--- config.mk ---
export PLATFORM = sky130hd
export DESIGN_NAME = simon_sequencer_flat
export DESIGN_NICKNAME = d
export VERILOG_FILES = /design/src/rtl/simon_pkg.sv /design/src/rtl/simon_sequencer_if.sv /design/src/rtl/simon_lfsr.sv /design/src/rtl/simon_sequencer.sv /design/src/flat_wrapper.sv
export SDC_FILE = /design/constraint.sdc
export NUM_CORES = 1
export LEC_CHECK = 0
export ABC_AREA = 0
export BUFFER_PORTS_ARGS = -buffer_cell sky130_fd_sc_hd__buf_4
export CAP_MARGIN = 20
export CORE_UTILIZATION = 60
export DETAILED_ROUTE_END_ITERATION = 12
export PLACE_DENSITY = 0.85
export SLEW_MARGIN = 20
export SYNTH_ARGS = -nofsm -noshare
export SYNTH_HDL_FRONTEND = slang
export SYNTH_SLANG_ARGS = --single-unit
--- constraint.sdc ---
create_clock -name clk -period 2.9 [get_ports clk]
set_input_delay 0.58 -clock clk [delete_from_list [all_inputs] [get_ports clk]]
set_output_delay 0.58 -clock clk [all_outputs]
set_load 0.02 [all_outputs]
--- src/rtl/simon_pkg.sv ---
// Shared types and constants for the Simon game controller: state/phase
// codes, quadrant codes, renderer colours and LFSR constants.
package simon_pkg;

    // State encoding doubles as the phase code shown on the HUD.
    typedef enum logic [2:0] {
        ST_IDLE     = 3'd0,
        ST_EXTEND   = 3'd1,
        ST_SHOW_ON  = 3'd2,
        ST_SHOW_OFF = 3'd3,
        ST_INPUT    = 3'd4,
        ST_ECHO     = 3'd5,
        ST_LOSE     = 3'd6,
        ST_WIN      = 3'd7
    } state_e;

    // Quadrant codes as carried on btn_code / lit_code.
    typedef enum logic [1:0] {
        Q_RED    = 2'd0,
        Q_GREEN  = 2'd1,
        Q_BLUE   = 2'd2,
        Q_YELLOW = 2'd3
    } quad_e;

    // 12-bit RGB colours used by the block renderer for each quadrant.
    localparam logic [11:0] RGB_RED    = 12'hF00;
    localparam logic [11:0] RGB_GREEN  = 12'h0F0;
    localparam logic [11:0] RGB_BLUE   = 12'h00F;
    localparam logic [11:0] RGB_YELLOW = 12'hFF0;

    // Width of the level output; holds 0..16.
    localparam int LEVEL_W = 5;

    // 16-bit Galois LFSR, right-shifting, taps 16,14,13,11.
    localparam int          LFSR_W    = 16;
    localparam logic [15:0] LFSR_TAPS = 16'hB400;

    // Maps a quadrant code to its renderer colour.
    function automatic logic [11:0] quad_rgb(input logic [1:0] code);
        logic [11:0] rgb;
        case (code)
            Q_RED:    rgb = RGB_RED;
            Q_GREEN:  rgb = RGB_GREEN;
            Q_BLUE:   rgb = RGB_BLUE;
            default:  rgb = RGB_YELLOW;
        endcase
        return rgb;
    endfunction

endpackage

--- src/rtl/simon_sequencer_if.sv ---
// Bus between the button/frame front end (master) and the Simon game
// sequencer (slave), including the renderer/HUD outputs.
interface simon_sequencer_if;
    import simon_pkg::*;

    logic               frame_tick;
    logic               start;
    logic               btn_valid;
    logic [1:0]         btn_code;
    logic               lit_valid;
    logic [1:0]         lit_code;
    logic [2:0]         phase;
    logic [LEVEL_W-1:0] level;
    logic               game_over;
    logic               win;

    modport master (
        output frame_tick, start, btn_valid, btn_code,
        input  lit_valid, lit_code, phase, level, game_over, win
    );

    modport slave (
        input  frame_tick, start, btn_valid, btn_code,
        output lit_valid, lit_code, phase, level, game_over, win
    );
endinterface

--- src/rtl/simon_lfsr.sv ---
// Free-running 16-bit Galois LFSR. Because it advances every clock, the
// moment the player presses start effectively seeds the colour sequence.
module simon_lfsr
    import simon_pkg::*;
#(
    parameter logic [LFSR_W-1:0] SEED = 16'hACE1
) (
    input  logic              clk,
    input  logic              rst,
    output logic [LFSR_W-1:0] state_o
);

    logic [LFSR_W-1:0] lfsr_q;
    logic [LFSR_W-1:0] lfsr_d;

    // Next-state network: shift right, feed bit 0 back into the tap positions.
    for (genvar gi = 0; gi < LFSR_W; gi++) begin : g_bit
        if (gi == LFSR_W - 1) begin : g_top
            assign lfsr_d[gi] = lfsr_q[0];
        end else if (LFSR_TAPS[gi]) begin : g_tap
            assign lfsr_d[gi] = lfsr_q[gi + 1] ^ lfsr_q[0];
        end else begin : g_shift
            assign lfsr_d[gi] = lfsr_q[gi + 1];
        end
    end

    // State register: seeded on reset, advancing every cycle otherwise.
    always_ff @(posedge clk or posedge rst) begin
        if (rst) begin
            lfsr_q <= SEED;
        end else begin
            lfsr_q <= lfsr_d;
        end
    end

    assign state_o = lfsr_q;

endmodule

--- src/rtl/simon_sequencer.sv ---
// Simon game-flow controller: extends a random colour sequence, plays it
// back frame-timed, then checks the player's presses against it.
// Optional build macro: INPUT_TIMEOUT_EN adds a frame-counted timeout in
// the INPUT state that ends the game when the player stops pressing.
module simon_sequencer
    import simon_pkg::*;
#(
    parameter int          MAX_LEN        = 16,
    parameter int          TICK_ON        = 30,
    parameter int          TICK_OFF       = 10,
    parameter logic [15:0] LFSR_SEED      = 16'hACE1,
    parameter int          TIMEOUT_FRAMES = 300
) (
    input  logic              clk,
    input  logic              rst,
    simon_sequencer_if.slave  bus_if
);

    localparam int IDX_W = (MAX_LEN > 1) ? $clog2(MAX_LEN) : 1;
`ifdef INPUT_TIMEOUT_EN
    localparam int TMR_MAX = (TICK_ON > TICK_OFF)
                           ? ((TICK_ON > TIMEOUT_FRAMES) ? TICK_ON : TIMEOUT_FRAMES)
                           : ((TICK_OFF > TIMEOUT_FRAMES) ? TICK_OFF : TIMEOUT_FRAMES);
`else
    localparam int TMR_MAX = (TICK_ON > TICK_OFF) ? TICK_ON : TICK_OFF;
`endif
    localparam int TMR_W = $clog2(TMR_MAX + 1);

    localparam logic [TMR_W-1:0]   ON_LAST  = TMR_W'(TICK_ON - 1);
    localparam logic [TMR_W-1:0]   OFF_LAST = TMR_W'(TICK_OFF - 1);
`ifdef INPUT_TIMEOUT_EN
    localparam logic [TMR_W-1:0]   TO_LAST  = TMR_W'(TIMEOUT_FRAMES - 1);
`endif
    localparam logic [LEVEL_W-1:0] LEVEL_MAX = LEVEL_W'(MAX_LEN);

    // Catch nonsensical configurations at elaboration time.
    if (MAX_LEN < 1 || MAX_LEN > 16 || TICK_ON < 1 || TICK_OFF < 1 ||
        TIMEOUT_FRAMES < 1 || LFSR_SEED == 16'h0000) begin : g_bad_params
        $error("simon_sequencer: invalid parameter set");
    end

    state_e             state_q;
    logic [LEVEL_W-1:0] level_q;
    logic [IDX_W-1:0]   index_q;
    logic [TMR_W-1:0]   timer_q;
    logic [1:0]         mem_q [MAX_LEN];

    logic [LFSR_W-1:0]  lfsr_state;
    logic               unused_lfsr_bits;

    logic [1:0]         cur_code;
    logic               last_step;
    logic               on_done;
    logic               off_done;

    simon_lfsr #(
        .SEED (LFSR_SEED)
    ) u_lfsr (
        .clk     (clk),
        .rst     (rst),
        .state_o (lfsr_state)
    );

    // Only the two low LFSR bits pick colours; the rest just spread entropy.
    assign unused_lfsr_bits = ^lfsr_state[LFSR_W-1:2];

    // Step/timer decode shared by the playback and echo states.
    always_comb begin
        cur_code  = mem_q[index_q];
        last_step = (LEVEL_W'(index_q) == level_q - 1'b1);
        on_done   = bus_if.frame_tick && (timer_q == ON_LAST);
        off_done  = bus_if.frame_tick && (timer_q == OFF_LAST);
    end

    // Sequence memory: appended to once per round, never cleared.
    always_ff @(posedge clk) begin
        if (state_q == ST_EXTEND) begin
            mem_q[level_q[IDX_W-1:0]] <= lfsr_state[1:0];
        end
    end

    // Game FSM with its frame timer; every state change clears the timer.
    always_ff @(posedge clk or posedge rst) begin
        if (rst) begin
            state_q <= ST_IDLE;
            level_q <= '0;
            index_q <= '0;
            timer_q <= '0;
        end else begin
            if (bus_if.frame_tick) begin
                timer_q <= timer_q + 1'b1;
            end
            case (state_q)
                ST_IDLE, ST_LOSE, ST_WIN: begin
                    timer_q <= '0;
                    if (bus_if.start) begin
                        level_q <= '0;
                        index_q <= '0;
                        state_q <= ST_EXTEND;
                    end
                end
                ST_EXTEND: begin
                    level_q <= level_q + 1'b1;
                    index_q <= '0;
                    timer_q <= '0;
                    state_q <= ST_SHOW_ON;
                end
                ST_SHOW_ON: begin
                    if (on_done) begin
                        timer_q <= '0;
                        state_q <= ST_SHOW_OFF;
                    end
                end
                ST_SHOW_OFF: begin
                    if (off_done) begin
                        timer_q <= '0;
                        if (last_step) begin
                            index_q <= '0;
                            state_q <= ST_INPUT;
                        end else begin
                            index_q <= index_q + 1'b1;
                            state_q <= ST_SHOW_ON;
                        end
                    end
                end
                ST_INPUT: begin
`ifndef INPUT_TIMEOUT_EN
                    // Waiting indefinitely: the timer is parked at zero.
                    timer_q <= '0;
`endif
                    if (bus_if.btn_valid) begin
                        timer_q <= '0;
                        state_q <= (bus_if.btn_code == cur_code) ? ST_ECHO : ST_LOSE;
                    end
`ifdef INPUT_TIMEOUT_EN
                    else if (bus_if.frame_tick && (timer_q == TO_LAST)) begin
                        timer_q <= '0;
                        state_q <= ST_LOSE;
                    end
`endif
                end
                ST_ECHO: begin
                    if (off_done) begin
                        timer_q <= '0;
                        if (last_step) begin
                            state_q <= (level_q == LEVEL_MAX) ? ST_WIN : ST_EXTEND;
                        end else begin
                            index_q <= index_q + 1'b1;
                            state_q <= ST_INPUT;
                        end
                    end
                end
                default: begin
                    state_q <= ST_IDLE;
                end
            endcase
        end
    end

    // Moore outputs decoded straight from registered state, index and memory.
    always_comb begin
        bus_if.lit_valid = (state_q == ST_SHOW_ON) || (state_q == ST_ECHO);
        bus_if.lit_code  = bus_if.lit_valid ? cur_code : 2'd0;
        bus_if.phase     = state_q;
        bus_if.level     = level_q;
        bus_if.game_over = (state_q == ST_LOSE);
        bus_if.win       = (state_q == ST_WIN);
    end

endmodule

--- src/flat_wrapper.sv ---
// flat-port wrapper written by rule: the top's interface ports become plain ports
module simon_sequencer_flat import simon_pkg::*;
#(
    parameter int          MAX_LEN        = 16,
    parameter int          TICK_ON        = 30,
    parameter int          TICK_OFF       = 10,
    parameter logic [15:0] LFSR_SEED      = 16'hACE1,
    parameter int          TIMEOUT_FRAMES = 300
)
  (clk, rst, bus_if_frame_tick, bus_if_start, bus_if_btn_valid, bus_if_btn_code, bus_if_lit_valid, bus_if_lit_code, bus_if_phase, bus_if_level, bus_if_game_over, bus_if_win);
  simon_sequencer_if bus_if_i ();
  input  logic clk;
  input  logic rst;
  input wire logic [$bits(bus_if_i.frame_tick)-1:0] bus_if_frame_tick;
  input wire logic [$bits(bus_if_i.start)-1:0] bus_if_start;
  input wire logic [$bits(bus_if_i.btn_valid)-1:0] bus_if_btn_valid;
  input wire logic [$bits(bus_if_i.btn_code)-1:0] bus_if_btn_code;
  output wire logic [$bits(bus_if_i.lit_valid)-1:0] bus_if_lit_valid;
  output wire logic [$bits(bus_if_i.lit_code)-1:0] bus_if_lit_code;
  output wire logic [$bits(bus_if_i.phase)-1:0] bus_if_phase;
  output wire logic [$bits(bus_if_i.level)-1:0] bus_if_level;
  output wire logic [$bits(bus_if_i.game_over)-1:0] bus_if_game_over;
  output wire logic [$bits(bus_if_i.win)-1:0] bus_if_win;
  assign bus_if_i.frame_tick = bus_if_frame_tick;
  assign bus_if_i.start = bus_if_start;
  assign bus_if_i.btn_valid = bus_if_btn_valid;
  assign bus_if_i.btn_code = bus_if_btn_code;
  assign bus_if_lit_valid = bus_if_i.lit_valid;
  assign bus_if_lit_code = bus_if_i.lit_code;
  assign bus_if_phase = bus_if_i.phase;
  assign bus_if_level = bus_if_i.level;
  assign bus_if_game_over = bus_if_i.game_over;
  assign bus_if_win = bus_if_i.win;
  simon_sequencer #(.MAX_LEN(MAX_LEN), .TICK_ON(TICK_ON), .TICK_OFF(TICK_OFF), .LFSR_SEED(LFSR_SEED), .TIMEOUT_FRAMES(TIMEOUT_FRAMES)) u_core (.clk(clk), .rst(rst), .bus_if(bus_if_i));
endmodule
### Word-level counts from Yosys, hierarchy flattened

Memories as Yosys holds them, arrays and structs flattened.
Cells that the tools add are included.

| word-level totals | value |
|---|---|
| input port bits | 7 |
| memories kept | 1 |
| bits in writable memories | 32 |
| word-level logic and storage cells | 68 |
| output and inout port bits | 13 |
| register bits | 33 |

Memory list:

| memory | depth | width | read ports | clocked after memory_dff | wr ports | RTL line | text |
|---|---|---|---|---|---|---|---|
| u_core.mem_q | 16 | 2 | 1 | 0 | 1 | simon_sequencer.sv:46 | `logic [1:0] mem_q [MAX_LEN];` |

| operators by class | value |
|---|---|
| bitwise gates (word level) | 3 |
| add/subtract/negate cells | 4 |
| equal/unequal tests | 18 |
| multiplexer cells | 25 |
| reductions and logical operators | 12 |

Operators with widths:

| operator | count |
|---|---|
| 3-bit 2-to-1 mux | 8 |
| 4-bit 2-to-1 mux | 5 |
| 5-bit 2-to-1 mux | 4 |
| 3-bit one-hot mux with 6 select lines | 1 |
| 4-bit one-hot mux with 4 select lines | 1 |
| 5-bit one-hot mux with 3 select lines | 1 |
| 3-bit equality test, second input constant | 4 |
| 5-bit by 1-bit adder with 5-bit output, second input constant | 2 |
| 5-bit equality test, second input constant | 2 |
| 5-bit one-hot mux with 2 select lines | 1 |
| 5-bit AND reduction | 2 |
| 3-bit by 2-bit equality test with 1-bit output, second input constant | 2 |
| 2-bit by 1-bit inequality test with 1-bit output, second input constant | 3 |
| 2-bit inequality test, second input constant | 3 |
| 4-bit by 5-bit equality test with 1-bit output | 1 |
| 5-bit by 4-bit equality test with 1-bit output, second input constant | 1 |
| 5-bit OR reduction | 1 |
| 5-bit by 1-bit subtractor with 5-bit output, second input constant | 1 |
| 4-bit by 1-bit adder with 4-bit output, second input constant | 1 |
| 2-bit 2-to-1 mux | 2 |
| 4-bit nonzero test | 1 |
| 3-bit by 1-bit equality test with 1-bit output, second input constant | 1 |
| 3-bit logical NOT | 1 |
| 3-bit OR reduction | 1 |
| other kinds (8) | 12 |

### Longest topological paths before layout

Gate-level depths: netlist of the first run.

| logic depth | value |
|---|---|
| depth in word-level cells | 5 |
| depth in mapped cells | 8 |
| gate-level depth less buffers | 8 |

### Cells and area by module

Synthesis of the first run repeated with hierarchy kept, for this count alone.

| second synthesis, totals | value |
|---|---|
| cells, all modules | 256 |
| area, all modules | 3113.0 sq um |

Modules (own cells, without submodules):

| module | instances | cells each | sequential area each (sq um) | area each (sq um) |
|---|---|---|---|---|
| simon_sequencer | 1 | 223 | 1386.3 | 2575.0 |
| simon_lfsr | 1 | 33 | 410.4 | 538.0 |

### Least setup slack after synthesis of the first run

No wires, ideal clock.

| timing | value |
|---|---|
| path type | reg-to-reg |
| start point | register u_core.level_q[0] (netlist: u_core.bus_if.level[0]) |
| end point | register u_core.index_q[0] |
| data required time | 2.775 ns |
| library setup time | 0.125 ns |
| stages on the path, launching flop included | 9 |
| path slack | 0.206 ns |
| arrival | 2.569 ns |
| clock period less this slack | 2.694 ns |
| path buffers | 0 |
| path through | dfrtp_1 -> inv_1 -> ha_1 -> o21ba_1 -> a221o_1 -> a2111oi_4 -> o31ai_2 -> a32o_2 -> mux2_4 |

| on the way | value |
|---|---|
| cells in the longest elaborated chain, start to end | 5 |
| elaborated cells on any way between the ends | 7 |
| those cells by class | 1 x add/sub; 2 x eq/ne; 3 x mux; 1 x reduce/logical |

Ends and longest elaborated chain:

| item | RTL line | text |
|---|---|---|
| start: declaration | simon_sequencer.sv:43 | `logic [LEVEL_W-1:0] level_q;` |
| start signal: assignment | simon_sequencer.sv:103 | `level_q <= level_q + 1'b1;` |
| 5-bit by 1-bit subtractor with 5-bit output (*) | simon_sequencer.sv:70 | `last_step = (LEVEL_W'(index_q) == level_q - 1'b1);` |
| 4-bit by 5-bit equality test with 1-bit output (*) | simon_sequencer.sv:70 |  |
| 4-bit 2-to-1 mux | simon_sequencer.sv:117 | `if (last_step) begin` |
| 4-bit 2-to-1 mux | simon_sequencer.sv:115 | `if (off_done) begin` |
| 4-bit one-hot mux with 4 select lines | simon_sequencer.sv:93 | `case (state_q)` |
| end signal: assignment | simon_sequencer.sv:121 | `index_q <= index_q + 1'b1;` |
| end signal: assignment | simon_sequencer.sv:148 | `index_q <= index_q + 1'b1;` |
| end: declaration | simon_sequencer.sv:44 | `logic [IDX_W-1:0] index_q;` |

Mark *: on every way between the ends. The rest lies on a longest branch, timed or not. The select of a mux whose other input is x is not followed.
A chain may end at the register's enable or synchronous reset.

### Worst setup path in the final report of the first run

| timing | value |
|---|---|
| start point | register u_core.index_q[0] |
| end point | output port bus_if_lit_code[0] |

| on the way | value |
|---|---|
| cells in the longest elaborated chain, start to end | 2 |

Ends and longest elaborated chain:

| item | RTL line | text |
|---|---|---|
| memory 16 x 2 bit | - |  |
| 2-bit 2-to-1 mux | simon_sequencer.sv:163 | `bus_if.lit_code = bus_if.lit_valid ? cur_code : 2'd0;` |
| end: declaration | flat_wrapper.sv:19 | `output wire logic [$bits(bus_if_i.lit_code)-1:0] bus_if_lit_code;` |

Every way passes these cells.

==> impl_metrics.toml, run 1 <==
[sta]
min_period_ns = 2.79
finalCritPeriodShare_pct = 96.2
maxSlewViolCount = 0
setup_violations = 0
final_hold_viol_count = 0
fin_tns_setup_ns = 0
worst_pin_slew_ns = 0.734
rsz0062_at_grt = "no"
slew_headroom_pct = 51.0
fin_skew_ns = 0.00593
clock.fmax_mhz = 358

[synth]
netlist_area_um2 = 3030
ys_async_sr_fraction_pct = 50.8
syn_nets = 243
syn_inst = 229
synth.ff_latch_count = 65
synth_edf_count = 32
ys_seq_area_share_pct = 59.3
ys_types = 47
syn_area_per_cell_um2 = 13.2
synth.yosys.warnings = 0
synth_ff_type = "edfxtp_1"

[run]
maxCapViolCount = 0

[grt]
grt_overflow_total = 0
grt_max_degree = 21
grt_use_total_pct = 23.9
grt_pass1_wl_um = 8850
antenna_found_initial = 0
grt_pass1_vias = 1781

[critical_path]
cp_cell_sequence = "mux4_2 > mux2i_1 > mux2i_1 > and2_1 > buf_4"
cp_common_cell = "mux2i_1"
worstPathRequired_ns = 2.32
crit_fanout = 13
r2r_start = "u_core.bus_if.level[1]$_DFFE_PP0P_"
crit_path_max_incr_delay_ns = 0.58
cpMaxStageDelayCell = "dfrtp_2"
path_class = "flip-flop to output pin"
start_kind = "flip-flop"
startpoint = "u_core.index_q[0]$_DFFE_PP0P_"
arrival_ns = 2.21
worstReg2RegEnd = "u_core.index_q[0]$_DFFE_PP0P_"
end_kind = "output pin"
r2r.worst_path.cells = 8
reg2reg_slack_ns = 0.21

[pwr]
p_leak_nw = 1.28
fin_total_pwr_mw = 2.28
ir_worst_vdd_v = 0.000397
cellPowerDensity_nw_per_um2 = 663

[floorplanning]
die_area_um2 = 5340
die_h_um = 73.1
row_count = 25
fp.dieW_um = 73.1
start_util_pct = 63.3
ios = 20
core-area_um2 = 4790

[clocking]
cts_tree = "built"
clockBufferDepth = 2
postCtsSetupBuffers = 0
cts.sinks = 65
htree_levels = 3
cts.clk_slew.worst_paths_ns = 0.08
clk_latency_ns = 0.35
cts-root-buf = "clkbuf_8"
cts_buffers = 9

[detailed_routing]
wire_per_inst_um = 16.8
firstDrtPassIters = 4
drt_iter0_markers = 153
viasPerCell = 5.67
drc = 0
drtAntennaViolNets = 0
routed_wirelength_um = 5500
vias = 1854

[placed_design]
place_congestion = 0.863
hpwl_um = 3540
portBuffers = 19
place_inst = 311

[final_layout]
final_core_util_pct = 71.8
final_cell_mix = "32 x edfxtp_1, 24 x buf_4, 24 x dfrtp_1"
seqCellArea_um2 = 1800
stdcell_count = 327
multi_input_area_um2 = 1110
diodes = 0
finalNetCount = 269
layout_commonest_cell = "edfxtp_1"
nFillCells = 343
syn2layout_area_growth_pct = 13.4
drive_gt1_share_pct = 24.2

[run_status]
status = "complete, no violations"

[min_path]
hold_class = "primary input to async pin"
[worst max path at each step]
stage                                                to  slack [ns]  depth (start not counted)
final                                bus_if_lit_code[0]        0.11                          5
after global routing                 bus_if_lit_code[0]        0.05                          5
after CTS                            bus_if_lit_code[0]        0.10                          5
after detailed placement  u_core.index_q[0]$_DFFE_PP0P_        0.23                          8
after global placement    u_core.index_q[0]$_DFFE_PP0P_        0.32                          8
after floorplan           u_core.index_q[0]$_DFFE_PP0P_        0.21                          8
[sequential cells by signal, summed over array words and instances (netlist names)]
| name | cells |
|---|---|
| u_core.index_q | 4 |
| u_core.u_lfsr.state_o | 16 |
| u_core.bus_if.phase | 3 |
| u_core.bus_if.level | 5 |
| u_core.timer_q | 5 |
| u_core.mem_q | 32 |
[worst max-delay path: cells and delay by family (launching register included)]
kind | cells | cell delay (ns)
and+or+nand+nor | 1 | 0.16
DFF | 1 | 0.58
muxes | 3 | 0.97
buffers and inverters | 1 | 0.15
[report_power, final]
part	total (mW)	internal, mW	switching, mW
combinational	0.300	0.160	0.140
clock	0.869	0.494	0.376
sequential	1.11	1.01	0.102
[area by class of cell]
| cell class | instances | area share, % |
|---|---|---|
| repair buffers | 24 | 5.24 |
| multi-input cells | 145 | 32.3 |
| flip-flops and latches | 65 | 52.3 |
| inverters | 10 | 1.09 |
| well taps | 67 | 2.44 |
| clock inverters | 7 | 2.95 |
| clock buffers | 9 | 3.61 |
[Yosys cell counts (all sizes together) (7+ instances only)]
| library cell | instances | area share [%] |
|---|---|---|
| mux4 | 8 | 6.4 |
| nand2 | 18 | 2.2 |
| xnor2 | 10 | 2.9 |
| nand4 | 7 | 1.4 |
| dfstp | 8 | 6.9 |
| dfrtp | 25 | 21 |
| nand3 | 7 | 1.2 |
| mux2i | 9 | 3.0 |
| nor2 | 22 | 2.7 |
| o21ai | 8 | 1.3 |
| edfxtp | 32 | 32 |
| ha | 7 | 2.9 |
| inv | 9 | 1.1 |
[per-stage QoR]
| stage | setup slack, ns | hold slack (ns) | cell area [um2] |
|---|---|---|---|
| floorplan | 0.206 | 0.331 | 3030 |
| detailed placement | 0.235 | 0.339 | 3210 |
| finish | 0.110 | 0.351 | 3440 |
| CTS | 0.104 | 0.353 | 3440 |
| global placement | 0.324 | 0.338 | 3210 |
| global route | 0.0462 | 0.353 | 3440 |
[cells by family after synthesis]
family	synth area share, %
and+or+nand+nor	12.6
DFF	59.3
AOI/OAI and AO/OA	6.28
buffers and inverters	4.01
muxes	10.3
xor gates and xnor gates	4.63
adders and majority gates	2.89
[what timing repair did]
action,CTS,global route
hold buffers,0,0
setup endpoints to repair,2,0
gates resized for setup,1,0
[routing by layer]
| metal | share of wire, % | GRT usage (%) | vias to the layer above | wire length, um |
|---|---|---|---|---|
| li1 | - | - | 882 | - |
| met1 | 46 | 32.2 | 908 | 2550 |
| met2 | 46 | 34.2 | 51 | 2530 |
| met3 | 5.1 | 8.43 | 13 | 282 |
| met4 | 2.4 | 12.4 | 0 | 131 |
| met5 | 0 | 0 | - | 0 |
Power figures use the tool's default switching activity.
==> run 2: changes to the inputs <==
clock period = 3 ns   (was 2.9 ns; I/O delays follow)
==> impl_metrics.toml, run 2 (synthesis results as in run 1) <==
[floorplanning]
ios = 20
die_h_um = 73.1
row_count = 25
core-area_um2 = 4790
die_area_um2 = 5340
fp.dieW_um = 73.1
start_util_pct = 63.3

[clocking]
clockBufferDepth = 2
cts.sinks = 65
hold_buffers = 0
cts.clk_slew.worst_paths_ns = 0.08
post_cts_resize_count = 0
htree_levels = 3
postCtsSetupBuffers = 0
cts-root-buf = "clkbuf_8"
cts_buffers = 9
cts_tree = "built"
clk_latency_ns = 0.35

[pwr]
ir_worst_vdd_v = 0.000408
p_leak_nw = 1.27
cellPowerDensity_nw_per_um2 = 623

[sta]
final_hold_viol_count = 0
fin_skew_ns = 0.00912
maxSlewViolCount = 0
finalCritPeriodShare_pct = 92.6
slew_headroom_pct = 48.6
holdWs_ns = 0.338
min_period_ns = 2.78
worst_pin_slew_ns = 0.763
clock.fmax_mhz = 360
setup_violations = 0
fin_tns_setup_ns = 0
rsz0062_at_grt = "no"

[critical_path]
start_kind = "flip-flop"
crit_path_max_incr_delay_ns = 0.61
worstPathRequired_ns = 2.40
cp_cell_sequence = "mux4_1 > mux2i_1 > mux2i_1 > and2_1 > buf_4"
crit_fanout = 13
end_kind = "output pin"
arrival_ns = 2.18
path_class = "flip-flop to output pin"
cpMaxStageDelayCell = "mux4_1"
cp_common_cell = "mux2i_1"

[final_layout]
finalNetCount = 269
largest_reg_flops = 32
syn2layout_area_growth_pct = 12.8
nFillCells = 322
layout_commonest_cell = "edfxtp_1"
final_core_util_pct = 71.4
stdcell_count = 327
final_cell_mix = "32 x edfxtp_1, 24 x buf_4, 24 x dfrtp_1"
drive_gt1_share_pct = 24.2
final_area_um2 = 3420
diodes = 0

[detailed_routing]
wire_per_inst_um = 17.0
drtAntennaViolNets = 0
drt_iter0_markers = 122
drc = 0
routed_wirelength_um = 5550
vias = 1840
firstDrtPassIters = 4
viasPerCell = 5.63

[grt]
use_met3_pct = 8.29
antenna_found_initial = 0
use_met2_pct = 36.3
grt_overflow_total = 0
grt_pass1_wl_um = 9060
busiest_layer = "met2"
gr-usage-met1_pct = 31.2
grt_use_total_pct = 24.4
grt_pass1_vias = 1836
grt_max_degree = 34

[run]
maxCapViolCount = 0

[min_path]
hold_class = "primary input to async pin"

[placed_design]
portBuffers = 19
place_inst = 311
hpwl_um = 3670
place_congestion = 0.799
post_dp_cell_area_um2 = 3210

[run_status]
status = "complete, no violations"
run 2: worst max-delay path, delay by kind of cell, from the launching register on:
kind                   cells  cell delay [ns]
buffers and inverters      1             0.15
and+or+nand+nor            1             0.17
muxes                      3             0.96
DFF                        1             0.56
run 2: power by group:
part           switching (mW)  internal, mW
combinational           0.142         0.154
sequential             0.0916         0.974
clock                   0.370         0.399
total                   0.603          1.53
run 2: per-stage QoR:
| stage | setup slack, ns | total power, mW |
|---|---|---|
| floorplan | 0.306 | 1.32 |
| global placement | 0.410 | 1.36 |
| detailed placement | 0.317 | 1.37 |
| CTS | 0.00384 | 2.14 |
| global route | 0.0717 | 2.23 |
| finish | 0.221 | 2.13 |
run 2: metal layers:
metal	part of all wire, %	up-vias	wire length [um]
met5	0	-	0
met4	3.5	0	192
met3	6.0	19	335
met2	46	57	2550
met1	44	881	2470
li1	-	883	-
run 2: path summary, 6_finish.rpt:
path | from | to | slack [ns] | depth (start not counted)
max in group asynchronous | rst | u_core.u_lfsr.state_o[7]$_DFF_PP1_ | 2.32 | 3
worst max register to register | u_core.bus_if.level[1]$_DFFE_PP0P_ | u_core.index_q[0]$_DFFE_PP0P_ | 0.26 | 8
min in group clk | u_core.u_lfsr.state_o[4]$_DFF_PP0_ | u_core.u_lfsr.state_o[3]$_DFF_PP0_ | 0.35 | 0
worst min register to register | u_core.u_lfsr.state_o[4]$_DFF_PP0_ | u_core.u_lfsr.state_o[3]$_DFF_PP0_ | 0.35 | 0
worst min-delay path | rst | u_core.bus_if.level[3]$_DFFE_PP0P_ | 0.34 | 3
worst max-delay path | u_core.index_q[0]$_DFFE_PP0P_ | bus_if_lit_code[1] | 0.22 | 5
run 2: area by class of cell:
class | instances | area, um2 | area share [%]
clock buffers | 9 | 124 | 3.62
clock inverters | 7 | 83.8 | 2.45
inverters | 10 | 37.5 | 1.10
multi-input cells | 145 | 1110 | 32.5
flip-flops and latches | 65 | 1800 | 52.6
well taps | 67 | 83.8 | 2.45
repair buffers | 24 | 180 | 5.27
